### src/rtl/rsa_decrypt_stream_if.sv
// Port bundle for rsa_decrypt_stream: key side port, ciphertext in, plaintext out.
// Handshake: a transfer happens on a rising clk edge where valid && ready are both 1.
// A source holds valid and data steady until that edge.
interface rsa_decrypt_stream_if #(parameter int W = 8);
  logic         key_load;
  logic [W-1:0] key_d;
  logic [W-1:0] key_n;
  logic         c_valid;
  logic [W-1:0] c_data;
  logic         c_ready;
  logic         p_valid;
  logic [W-1:0] p_data;
  logic         p_err;
  logic         p_ready;
  logic         busy;
  logic [1:0]   dbg_state;

  modport master (
    output key_load, key_d, key_n, c_valid, c_data, p_ready,
    input  c_ready, p_valid, p_data, p_err, busy, dbg_state
  );

  modport slave (
    input  key_load, key_d, key_n, c_valid, c_data, p_ready,
    output c_ready, p_valid, p_data, p_err, busy, dbg_state
  );
endinterface

### src/rtl/rsa_decrypt_stream.sv
// Byte-serial RSA decryptor: p = c^d mod n via right-to-left square-and-multiply,
// one byte in flight, result held until the consumer takes it.
module rsa_decrypt_stream #(
  parameter int W = 8
) (
  input logic clk,
  input logic rst,
  rsa_decrypt_stream_if.slave bus
);

  typedef enum logic [1:0] {IDLE, INIT, LOOP, DONE} state_t;

  localparam logic [W-1:0] ONE = W'(1);
  localparam logic [W-1:0] TWO = W'(2);

  state_t       state;
  logic [W-1:0] d_reg;
  logic [W-1:0] n_reg;
  logic [W-1:0] c_reg;
  logic [W-1:0] base;
  logic [W-1:0] exp_r;
  logic [W-1:0] acc;
  logic [W-1:0] p_data_r;
  logic         p_err_r;

  // Divisor never drops below 2, so no operator ever sees a zero modulus.
  logic [W-1:0]   n_safe;
  logic [2*W-1:0] n_wide;
  logic [2*W-1:0] acc_prod;
  logic [2*W-1:0] base_prod;
  logic [W-1:0]   acc_next;
  logic [W-1:0]   base_next;
  logic [W-1:0]   base_init;

  assign n_safe    = (n_reg < TWO) ? TWO : n_reg;
  assign n_wide    = {{W{1'b0}}, n_safe};
  assign acc_prod  = {{W{1'b0}}, acc}  * {{W{1'b0}}, base};
  assign base_prod = {{W{1'b0}}, base} * {{W{1'b0}}, base};
  assign acc_next  = W'(acc_prod % n_wide);
  assign base_next = W'(base_prod % n_wide);
  assign base_init = c_reg % n_safe;

  assign bus.c_ready   = (state == IDLE) && !bus.key_load;
  assign bus.p_valid   = (state == DONE);
  assign bus.busy      = (state != IDLE);
  assign bus.p_data    = p_data_r;
  assign bus.p_err     = p_err_r;
  assign bus.dbg_state = state;

  always_ff @(posedge clk) begin
    if (rst) begin
      state    <= IDLE;
      d_reg    <= '0;
      n_reg    <= '0;
      c_reg    <= '0;
      base     <= '0;
      exp_r    <= '0;
      acc      <= '0;
      p_data_r <= '0;
      p_err_r  <= 1'b0;
    end else begin
      case (state)
        IDLE: begin
          if (bus.key_load) begin
            d_reg <= bus.key_d;
            n_reg <= bus.key_n;
          end else if (bus.c_valid && bus.c_ready) begin
            c_reg <= bus.c_data;
            state <= INIT;
          end
        end
        INIT: begin
          if (n_reg < TWO) begin
            p_data_r <= '0;
            p_err_r  <= 1'b1;
            state    <= DONE;
          end else begin
            base  <= base_init;
            exp_r <= d_reg;
            acc   <= ONE;
            state <= LOOP;
          end
        end
        LOOP: begin
          if (exp_r != '0) begin
            if (exp_r[0]) acc <= acc_next;
            base  <= base_next;
            exp_r <= exp_r >> 1;
          end else begin
            p_data_r <= acc;
            p_err_r  <= 1'b0;
            state    <= DONE;
          end
        end
        DONE: begin
          if (bus.p_ready) state <= IDLE;
        end
        default: state <= IDLE;
      endcase
    end
  end

endmodule

### src/flat_wrapper.sv
// flat-port wrapper written by rule: the top's interface ports become plain ports
module rsa_decrypt_stream_flat 
#(
  parameter int W = 8
)
  (clk, rst, bus_key_load, bus_key_d, bus_key_n, bus_c_valid, bus_c_data, bus_p_ready, bus_c_ready, bus_p_valid, bus_p_data, bus_p_err, bus_busy, bus_dbg_state);
  rsa_decrypt_stream_if #(.W(W)) bus_i ();
  input logic clk;
  input logic rst;
  input wire logic [$bits(bus_i.key_load)-1:0] bus_key_load;
  input wire logic [$bits(bus_i.key_d)-1:0] bus_key_d;
  input wire logic [$bits(bus_i.key_n)-1:0] bus_key_n;
  input wire logic [$bits(bus_i.c_valid)-1:0] bus_c_valid;
  input wire logic [$bits(bus_i.c_data)-1:0] bus_c_data;
  input wire logic [$bits(bus_i.p_ready)-1:0] bus_p_ready;
  output wire logic [$bits(bus_i.c_ready)-1:0] bus_c_ready;
  output wire logic [$bits(bus_i.p_valid)-1:0] bus_p_valid;
  output wire logic [$bits(bus_i.p_data)-1:0] bus_p_data;
  output wire logic [$bits(bus_i.p_err)-1:0] bus_p_err;
  output wire logic [$bits(bus_i.busy)-1:0] bus_busy;
  output wire logic [$bits(bus_i.dbg_state)-1:0] bus_dbg_state;
  assign bus_i.key_load = bus_key_load;
  assign bus_i.key_d = bus_key_d;
  assign bus_i.key_n = bus_key_n;
  assign bus_i.c_valid = bus_c_valid;
  assign bus_i.c_data = bus_c_data;
  assign bus_i.p_ready = bus_p_ready;
  assign bus_c_ready = bus_i.c_ready;
  assign bus_p_valid = bus_i.p_valid;
  assign bus_p_data = bus_i.p_data;
  assign bus_p_err = bus_i.p_err;
  assign bus_busy = bus_i.busy;
  assign bus_dbg_state = bus_i.dbg_state;
  rsa_decrypt_stream #(.W(W)) u_core (.clk(clk), .rst(rst), .bus(bus_i));
endmodule
### config.mk
export PLATFORM = sky130hd
export DESIGN_NAME = rsa_decrypt_stream_flat
export DESIGN_NICKNAME = d
export VERILOG_FILES = /design/src/rtl/rsa_decrypt_stream_if.sv /design/src/rtl/rsa_decrypt_stream.sv /design/src/flat_wrapper.sv
export SDC_FILE = /design/constraint.sdc
export NUM_CORES = 1
export LEC_CHECK = 0
export ABC_CLOCK_PERIOD_IN_PS = 33800
export BUFFER_PORTS_ARGS = -buffer_cell sky130_fd_sc_hd__buf_2
export CAP_MARGIN = 20
export CELL_PAD_IN_SITES_DETAIL_PLACEMENT = 0
export CELL_PAD_IN_SITES_GLOBAL_PLACEMENT = 1
export CORE_MARGIN = 4
export CORE_UTILIZATION = 45
export CTS_CLUSTER_DIAMETER = 80
export DETAILED_ROUTE_END_ITERATION = 8
export PLACE_DENSITY = 0.88
export SYNTH_ARGS = -nofsm -noshare
export SYNTH_HDL_FRONTEND = slang
export SYNTH_SLANG_ARGS = --single-unit
### constraint.sdc
create_clock -name clk -period 33.8 [get_ports clk]
set_input_delay 0 -clock clk [delete_from_list [all_inputs] [get_ports clk]]
set_output_delay 0 -clock clk [all_outputs]
set_load 0.05 [all_outputs]
==> results.yml, run 1 <==
worst_setup_path:
  worst-path-max-fanout: 9
  critPathLaunchType: "flop"
  cpMaxStageDelayCell: "fa_1"
  required_ns: 33.98
  slowest_delay_ns: 0.56
  cp-end-kind: "flop"
  r2r-end: "u_core.base[0]"
  startpoint: "u_core.base[3]"
  ff2ff_setup_slack_ns: 1.33
  worstPathArrival_ns: 32.65
  r2r_start: "u_core.base[3]"
  path_common_cell: "o21a_1"
  worstSetupPathType: "reg2reg"
  rr_worst_depth: 161
  critPathCapture: "u_core.base[0]"
layout:
  final_common_cell: "ha_1"
  final_nets: 2908
  layout-drive-gt1-share_pct: 23.8
  final_util_pct: 56.3
  final_cell_mix: "ha_1, buf_4, nand2_1"
  layoutNonFillerInstCount: 3062
  area_growth_pct: 22.8
  post-route-cell-area_sq_um: 21400
  antenna_cells: 0
synthesis:
  syn_area_per_cell_sq_um: 7.64
  synth_flop_cell: "dfxtp_1"
  synthArstFlopShare_pct: 0
  synth_top_area_cell: "ha_1"
  synth_top_area_share_pct: 19.4
  synth_edf_count: 0
  synth-seq-cells: 59
  synth_warnings: 0
  syn_nets: 2640
  yosysUniqueCellTypes: 119
  syn_area_sq_um: 17400
  yosysSeqAreaShare_pct: 6.79
  synthCells: 2278
  synth.area.top_cells: "ha_1, fa_1, dfxtp_1"
clocking:
  cts-root-buf: "clkbuf_16"
  cts_sinks: 59
  numCtsBuffers: 9
  cts_tree: "built"
  cts_buffer_depth: 2
  cts_max_level: 3
  clock_latency_ns: 0.34
  clk_pin_slew_ns: 0.06
global_routing:
  overflow: 0
  grt.total_usage_pct: 23.6
  grt_pass1_vias: 17640
  grt_antenna_before_repair: 0
  grt_pass1_wl_microns: 83600
  grt_max_degree: 50
die:
  die_h_microns: 205
  ios: 43
  rows: 71
  core_sq_um: 37900
  die_w_microns: 205
  dieArea_sq_um: 41900
  start_util_pct: 45.9
timing:
  setup-violations-final: 0
  fin_crit_sh_pct: 96.1
  max_freq_ghz: 0.0308
  slew-limit-headroom_pct: 32.5
  fin_worst_skew_ns: 0.0121
  tightestPinTransition_ns: 1.01
  fin_crit_ns: 32.47
  hold_ws_ns: 0.00568
  maxSlewViolCount: 0
  hold_viol_final: 0
routing:
  drt-wirelength-per-cell_microns: 17.3
  drtPass1Iterations: 6
  ant_nets: 0
  first_iter_violations: 974
  vias: 18057
  drt_wl_total_microns: 52800
  routed_via_density: 5.90
  post-route-drc-count: 0
place:
  numPortBuffers: 42
  hpwl_microns: 40700
  place.gp.congestion: 0.902
  post_dp_cell_area_sq_um: 19500
  place_inst: 2968
run_status:
  status: "completed"
worst_hold_path:
  min_path_type: "in2reg"
job:
  drv_cap: 0
[what timing repair did]
item	CTS	global route
pin swaps	2	69
gates resized for setup	25	205
hold buffers	21	0
setup endpoints to repair	16	16
endpoints found under the hold margin	21	0
gates cloned	0	2
buffers inserted	1	54
[layout make-up]
cell class,count,area [sq um]
fillers,3498,16600
clock inverters,6,63.8
inverters,158,593
multi-input cells,2002,16300
well taps,511,639
flip-flops and latches,59,1210
clock buffers,10,239
repair buffers,316,2360
[critical path: cells and delay by family (launching register included)]
kind	cells	cell delay, ns
multiplexers	8	2.42
flip-flops	1	0.39
XOR/XNOR	1	0.09
AO/OA/AOI/OAI	73	12.85
adder cells (fa/ha/maj)	20	6.60
AND/OR/NAND/NOR	41	7.54
buffers and inverters	18	2.37
[metal layers]
layer | GRT usage [%] | vias up | share of wire (%)
met5 | 0 | - | 0
met4 | 7.54 | 0 | 3.4
met3 | 1.44 | 116 | 2.9
met2 | 44.8 | 401 | 51
met1 | 28.4 | 8655 | 43
li1 | - | 8885 | -
[how the worst min path moves through the flow]
stage                  start  depth (start not counted)              end
2_1_floorplan   bus_key_n[0]                          2  u_core.n_reg[0]
3_3_place_gp    bus_key_d[3]                          3  u_core.d_reg[3]
3_5_place_dp    bus_key_n[7]                          3  u_core.n_reg[7]
4_1_cts        bus_c_data[4]                          3  u_core.c_reg[4]
5_1_grt        bus_c_data[6]                          3  u_core.c_reg[6]
6_report       bus_c_data[4]                          3  u_core.c_reg[4]
[cell families after synthesis]
kind of cell             count (synthesis)  share of synthesized area, %
AND/OR/NAND/NOR                        811                          23.6
AO/OA/AOI/OAI                          667                          27.2
adder cells (fa/ha/maj)                333                          26.7
buffers and inverters                  218                          4.98
XOR/XNOR                               104                          5.24
multiplexers                            86                          5.53
flip-flops                              59                          6.79
[synth_stat cells, types with 43 or more instances]
cell     number
ha_1        270
nor3_1      113
o21a_1      115
xnor2_1      68
dfxtp_1      59
nand3_1      59
nor2_1      175
a21oi_1     153
a21o_1       43
o21ai_0      96
and2_1       88
inv_1       157
fa_1         63
mux2_2       52
nand2_1     185
[through the flow]
step / setup WS (ns) / setup TNS (ns)
2_1_floorplan: 0.0914 / 0
3_3_place_gp: 0.121 / 0
3_5_place_dp: -1.01 / -10.68
4_1_cts: 0.0179 / 0
5_1_grt: -0.312 / -3.98
6_report: 1.33 / 0
Power of run 1 is left out: the tool's default activity adds up to more than one toggle a clock period on the data nets, which glitch-free logic cannot reach.
==> inputs of run 2 (changes only) <==
Settings changed: BUFFER_PORTS_ARGS -buffer_cell sky130_fd_sc_hd__buf_2 to -buffer_cell sky130_fd_sc_hd__buf_4.
==> run 2 against run 1 <==
Cell count rose by 0.78%. Core utilization increased by 1.0 points. Critical endpoint unchanged. Critical path depth is 1 higher. Sequential share of layout area fell by 0.10 points. Final area grew 1.8%. Maximum frequency rose by 0.33%.
==> results.yml, run 2 (synthesis results as in run 1) <==
run_status:
  status: "completed"
job:
  drv_cap: 0
die:
  ios: 43
  die_h_microns: 205
  rows: 71
  start_util_pct: 45.9
  die_w_microns: 205
  core_sq_um: 37900
  dieArea_sq_um: 41900
clocking:
  clk_pin_slew_ns: 0.06
  cts_buffer_depth: 2
  cts_max_level: 3
  cts_sinks: 59
  numCtsBuffers: 9
  cts_tree: "built"
  cts-root-buf: "clkbuf_16"
  clock_latency_ns: 0.34
global_routing:
  grt.total_usage_pct: 23.8
  grt_pass1_wl_microns: 84600
  grt_pass1_vias: 17811
  grt_antenna_before_repair: 0
  overflow: 0
  grt_max_degree: 50
worst_setup_path:
  required_ns: 34.00
  cpMaxStageDelayCell: "fa_2"
  path_common_cell: "o21a_1"
  worstSetupPathType: "reg2reg"
  worstPathArrival_ns: 32.57
  path_buf_inv: 17
  worst-path-max-fanout: 7
  critPathLaunchType: "flop"
  slowest_delay_ns: 0.58
  path_delay_family: "compound AO/OA/AOI/OAI gates"
  cp-end-kind: "flop"
  worst-path-stages: 162
  rr_worst_depth: 162
routing:
  post-route-drc-count: 0
  ant_nets: 0
  routed_via_density: 5.85
  drt-wirelength-per-cell_microns: 17.0
  drtPass1Iterations: 6
  drt_wl_total_microns: 52600
  vias: 18063
  first_iter_violations: 1021
timing:
  fin_worst_skew_ns: 0.0119
  setup-violations-final: 0
  hold_ws_ns: 0.0136
  max_freq_ghz: 0.0309
  slew-limit-headroom_pct: 34.6
  fin_tns_setup_ns: 0
  hold_viol_final: 0
  maxSlewViolCount: 0
  fin_crit_sh_pct: 95.8
  fin_crit_ns: 32.37
  tightestPinTransition_ns: 0.982
place:
  numPortBuffers: 42
  place.gp.congestion: 0.891
  place_inst: 2983
  hpwl_microns: 40400
  post_dp_cell_area_sq_um: 19700
layout:
  post-route-cell-area_sq_um: 21700
  antenna_cells: 0
  area_growth_pct: 24.9
  layout-drive-gt1-share_pct: 24.8
  final_nets: 2932
  final_cell_mix: "buf_4, ha_1, nand2_1"
  layoutNonFillerInstCount: 3086
  final_common_cell: "buf_4"
worst_hold_path:
  min_path_type: "in2reg"
  min_path_cells: 3
run 2: changes by cell type in the layout (fill, tap and decap cells not counted), sizes merged:
cell	before	now
clkinvlp	2	0
clkbuf	10	9
dlygate4sd3	21	19
clkdlybuf4s15	0	1
clkinv	3	5
buf	295	320
bufinv	1	2
run 2: cell type report:
class	instances	area, sq um
clock buffer	9	225
clock inverter	7	100
fill	3390	16200
inverter	158	593
multi-input combinational	2002	16300
sequential	59	1210
tap	511	639
timing repair buffer	340	2630
run 2: worst reg2reg max path: cells and delay by family (launching register included):
| kind | cells | cell delay (ns) |
|---|---|---|
| multiplexers | 4 | 1.02 |
| XOR/XNOR | 1 | 0.15 |
| adder cells (fa/ha/maj) | 20 | 6.85 |
| AO/OA/AOI/OAI | 82 | 14.35 |
| buffers and inverters | 17 | 2.41 |
| AND/OR/NAND/NOR | 38 | 7.02 |
| flip-flops | 1 | 0.36 |
run 2: repair_timing:
item	in CTS	in global routing
setup endpoints to repair	16	16
cloned	0	2
pin swaps	1	78
resized for setup	21	223
hold buffers	19	0
buffers inserted	2	64
hold endpoints to repair	19	0
run 2: final timing paths:
kind                          end            start  slack, ns
setup / recovery   u_core.base[0]   u_core.base[7]       1.43
hold / removal    u_core.c_reg[5]    bus_c_data[5]       0.01
setup reg to reg   u_core.base[0]   u_core.base[7]       1.43
hold reg to reg   u_core.c_reg[7]  u_core.c_reg[7]       0.46
run 2: routing by layer:
metal	global-route usage [%]	share of wire, %	vias up
li1	-	-	8949
met1	28.8	43	8600
met2	44.7	51	413
met3	1.58	3.1	101
met4	7.97	3.0	0
met5	0	0	-
run 2: through the flow:
step / util, % / worst slack [ns]
global placement: 51.9 / 0.282
CTS: 53.5 / 0.00779
global route: 57.3 / -0.322
floorplan: - / 0.0914
detailed placement: 51.9 / -0.879
finish: 57.3 / 1.43
Power of run 2 is left out for the same reason.
==> inputs of run 3 (changes only) <==
--- a/config.mk
+++ b/config.mk
@@ -16,4 +16,5 @@
 export DETAILED_ROUTE_END_ITERATION = 8
 export PLACE_DENSITY = 0.88
+export SLEW_MARGIN = 20
 export SYNTH_ARGS = -nofsm -noshare
 export SYNTH_HDL_FRONTEND = slang
==> constraint.sdc (replaced) <==
create_clock -name clk -period 33.8 [get_ports clk]
set_input_delay 1.69 -clock clk [delete_from_list [all_inputs] [get_ports clk]]
set_output_delay 1.69 -clock clk [all_outputs]
set_load 0.05 [all_outputs]
==> run 3 against run 2 <==
Via count shrank 0.14%. Routed wire length shrank 0.78%. Register-to-register slack is essentially flat. Critical path depth grew 1. Cell count shrank 0.62%. Maximum frequency is essentially flat. Highest routed layer unchanged. Die area is the same. First-iteration DRC count grew 3.4%. Flip-flop and latch count is the same. Worst setup slack lost 0.0043 ns. Non-clock buffer count shrank 19. Sequential share of layout area grew 0.055 points.
==> results.yml, run 3 (synthesis results as in run 1) <==
clocking:
  cts_buffer_depth: 2
  cts_max_level: 3
  cts_sinks: 59
  cts-root-buf: "clkbuf_16"
  clk_pin_slew_ns: 0.06
  numCtsBuffers: 9
  cts-hold-fix-buffers: 0
  cts_tree: "built"
  clock_latency_ns: 0.34
routing:
  post-route-drc-count: 0
  first_iter_violations: 1056
  drt-wirelength-per-cell_microns: 17.0
  routed_via_density: 5.88
  vias: 18038
  drt_wl_total_microns: 52200
  drtPass1Iterations: 6
  ant_nets: 0
die:
  start_util_pct: 45.9
  ios: 43
  rows: 71
  die_h_microns: 205
  core_sq_um: 37900
  dieArea_sq_um: 41900
  die_w_microns: 205
global_routing:
  overflow: 0
  grt_max_degree: 50
  grt_pass1_vias: 17720
  grt_pass1_wl_microns: 84100
  grt_antenna_before_repair: 0
  grt.total_usage_pct: 23.7
worst_hold_path:
  min_path_type: "reg2reg"
layout:
  layout-drive-gt1-share_pct: 24.8
  final_cell_mix: "buf_4, ha_1, nand2_1"
  area_growth_pct: 23.7
  final_common_cell: "buf_4"
  antenna_cells: 0
  final_util_pct: 56.7
  final_nets: 2913
timing:
  tightestPinTransition_ns: 0.976
  hold_viol_final: 0
  maxSlewViolCount: 0
  slew-limit-headroom_pct: 35.0
  hold_ws_ns: 0.459
  fin_crit_ns: 32.37
  fin_worst_skew_ns: 0.0122
  setup-violations-final: 0
  max_freq_ghz: 0.0309
  fin_crit_sh_pct: 95.8
place:
  place.gp.congestion: 0.891
  hpwl_microns: 40400
  numPortBuffers: 42
worst_setup_path:
  cp-end-kind: "flop"
  path_delay_family: "compound AO/OA/AOI/OAI gates"
  cpMaxStageDelayCell: "fa_1"
  critPathLaunchType: "flop"
  path_common_cell: "o21a_1"
  path_buf_inv: 18
  worstPathArrival_ns: 32.57
  worstSetupPathType: "reg2reg"
  required_ns: 34.00
  slowest_delay_ns: 0.56
  worst-path-max-fanout: 7
run_status:
  status: "completed"
job:
  drv_cap: 0
[run 3: cell count changes in the layout (fill, tap and decap cells not counted), sizes merged]
cell / delta
dlygate4sd3: -19
[run 3: area by class of cell]
cell class	instances	area, sq um
clock buffers	9	225
inverters	158	593
flip-flops and latches	59	1210
clock inverters	7	100
repair buffers	321	2440
well taps	511	639
multi-input cells	2002	16300
fillers	3411	16400
[run 3: what timing repair did]
action                     4_1_cts  5_1_grt
cloned                           0        2
resized for setup               21      219
setup buffers                    2       64
pin swaps                        1       80
setup endpoints to repair       16       16
[run 3: worst register-to-register path, delay by kind of cell (launching register included)]
family	cells	cell delay [ns]
AO/OA/AOI/OAI	80	14.11
buffers and inverters	18	2.36
XOR/XNOR	1	0.08
multiplexers	5	1.36
AND/OR/NAND/NOR	39	7.24
flip-flops	1	0.37
adder cells (fa/ha/maj)	20	6.73
[run 3: worst paths after layout]
path,depth (start not counted),endpoint,start,slack [ns]
worst max-delay path,163,u_core.base[0],u_core.base[2],1.43
worst max register to register,163,u_core.base[0],u_core.base[2],1.43
worst min-delay path,2,u_core.c_reg[7],u_core.c_reg[7],0.46
worst min register to register,2,u_core.c_reg[7],u_core.c_reg[7],0.46
[run 3: per-layer routing]
metal | track usage (%) | share of wire (%)
met1 | 28.8 | 43
met2 | 44.4 | 51
met5 | 0 | 0
met4 | 7.71 | 3.1
met3 | 1.55 | 3.0
[run 3: per-stage QoR]
stage          area [sq um]  cells  TNS, ns  worst slack, ns
2_1_floorplan         17400   2278        0           0.0914
3_3_place_gp          19700   2983        0            0.282
3_5_place_dp          19700   2983    -8.01           -0.879
4_1_cts               20100   3001        0          0.00779
5_1_grt               21500   3067    -3.63           -0.322
6_report              21500   3067        0             1.43
Power of run 3 is left out for the same reason.
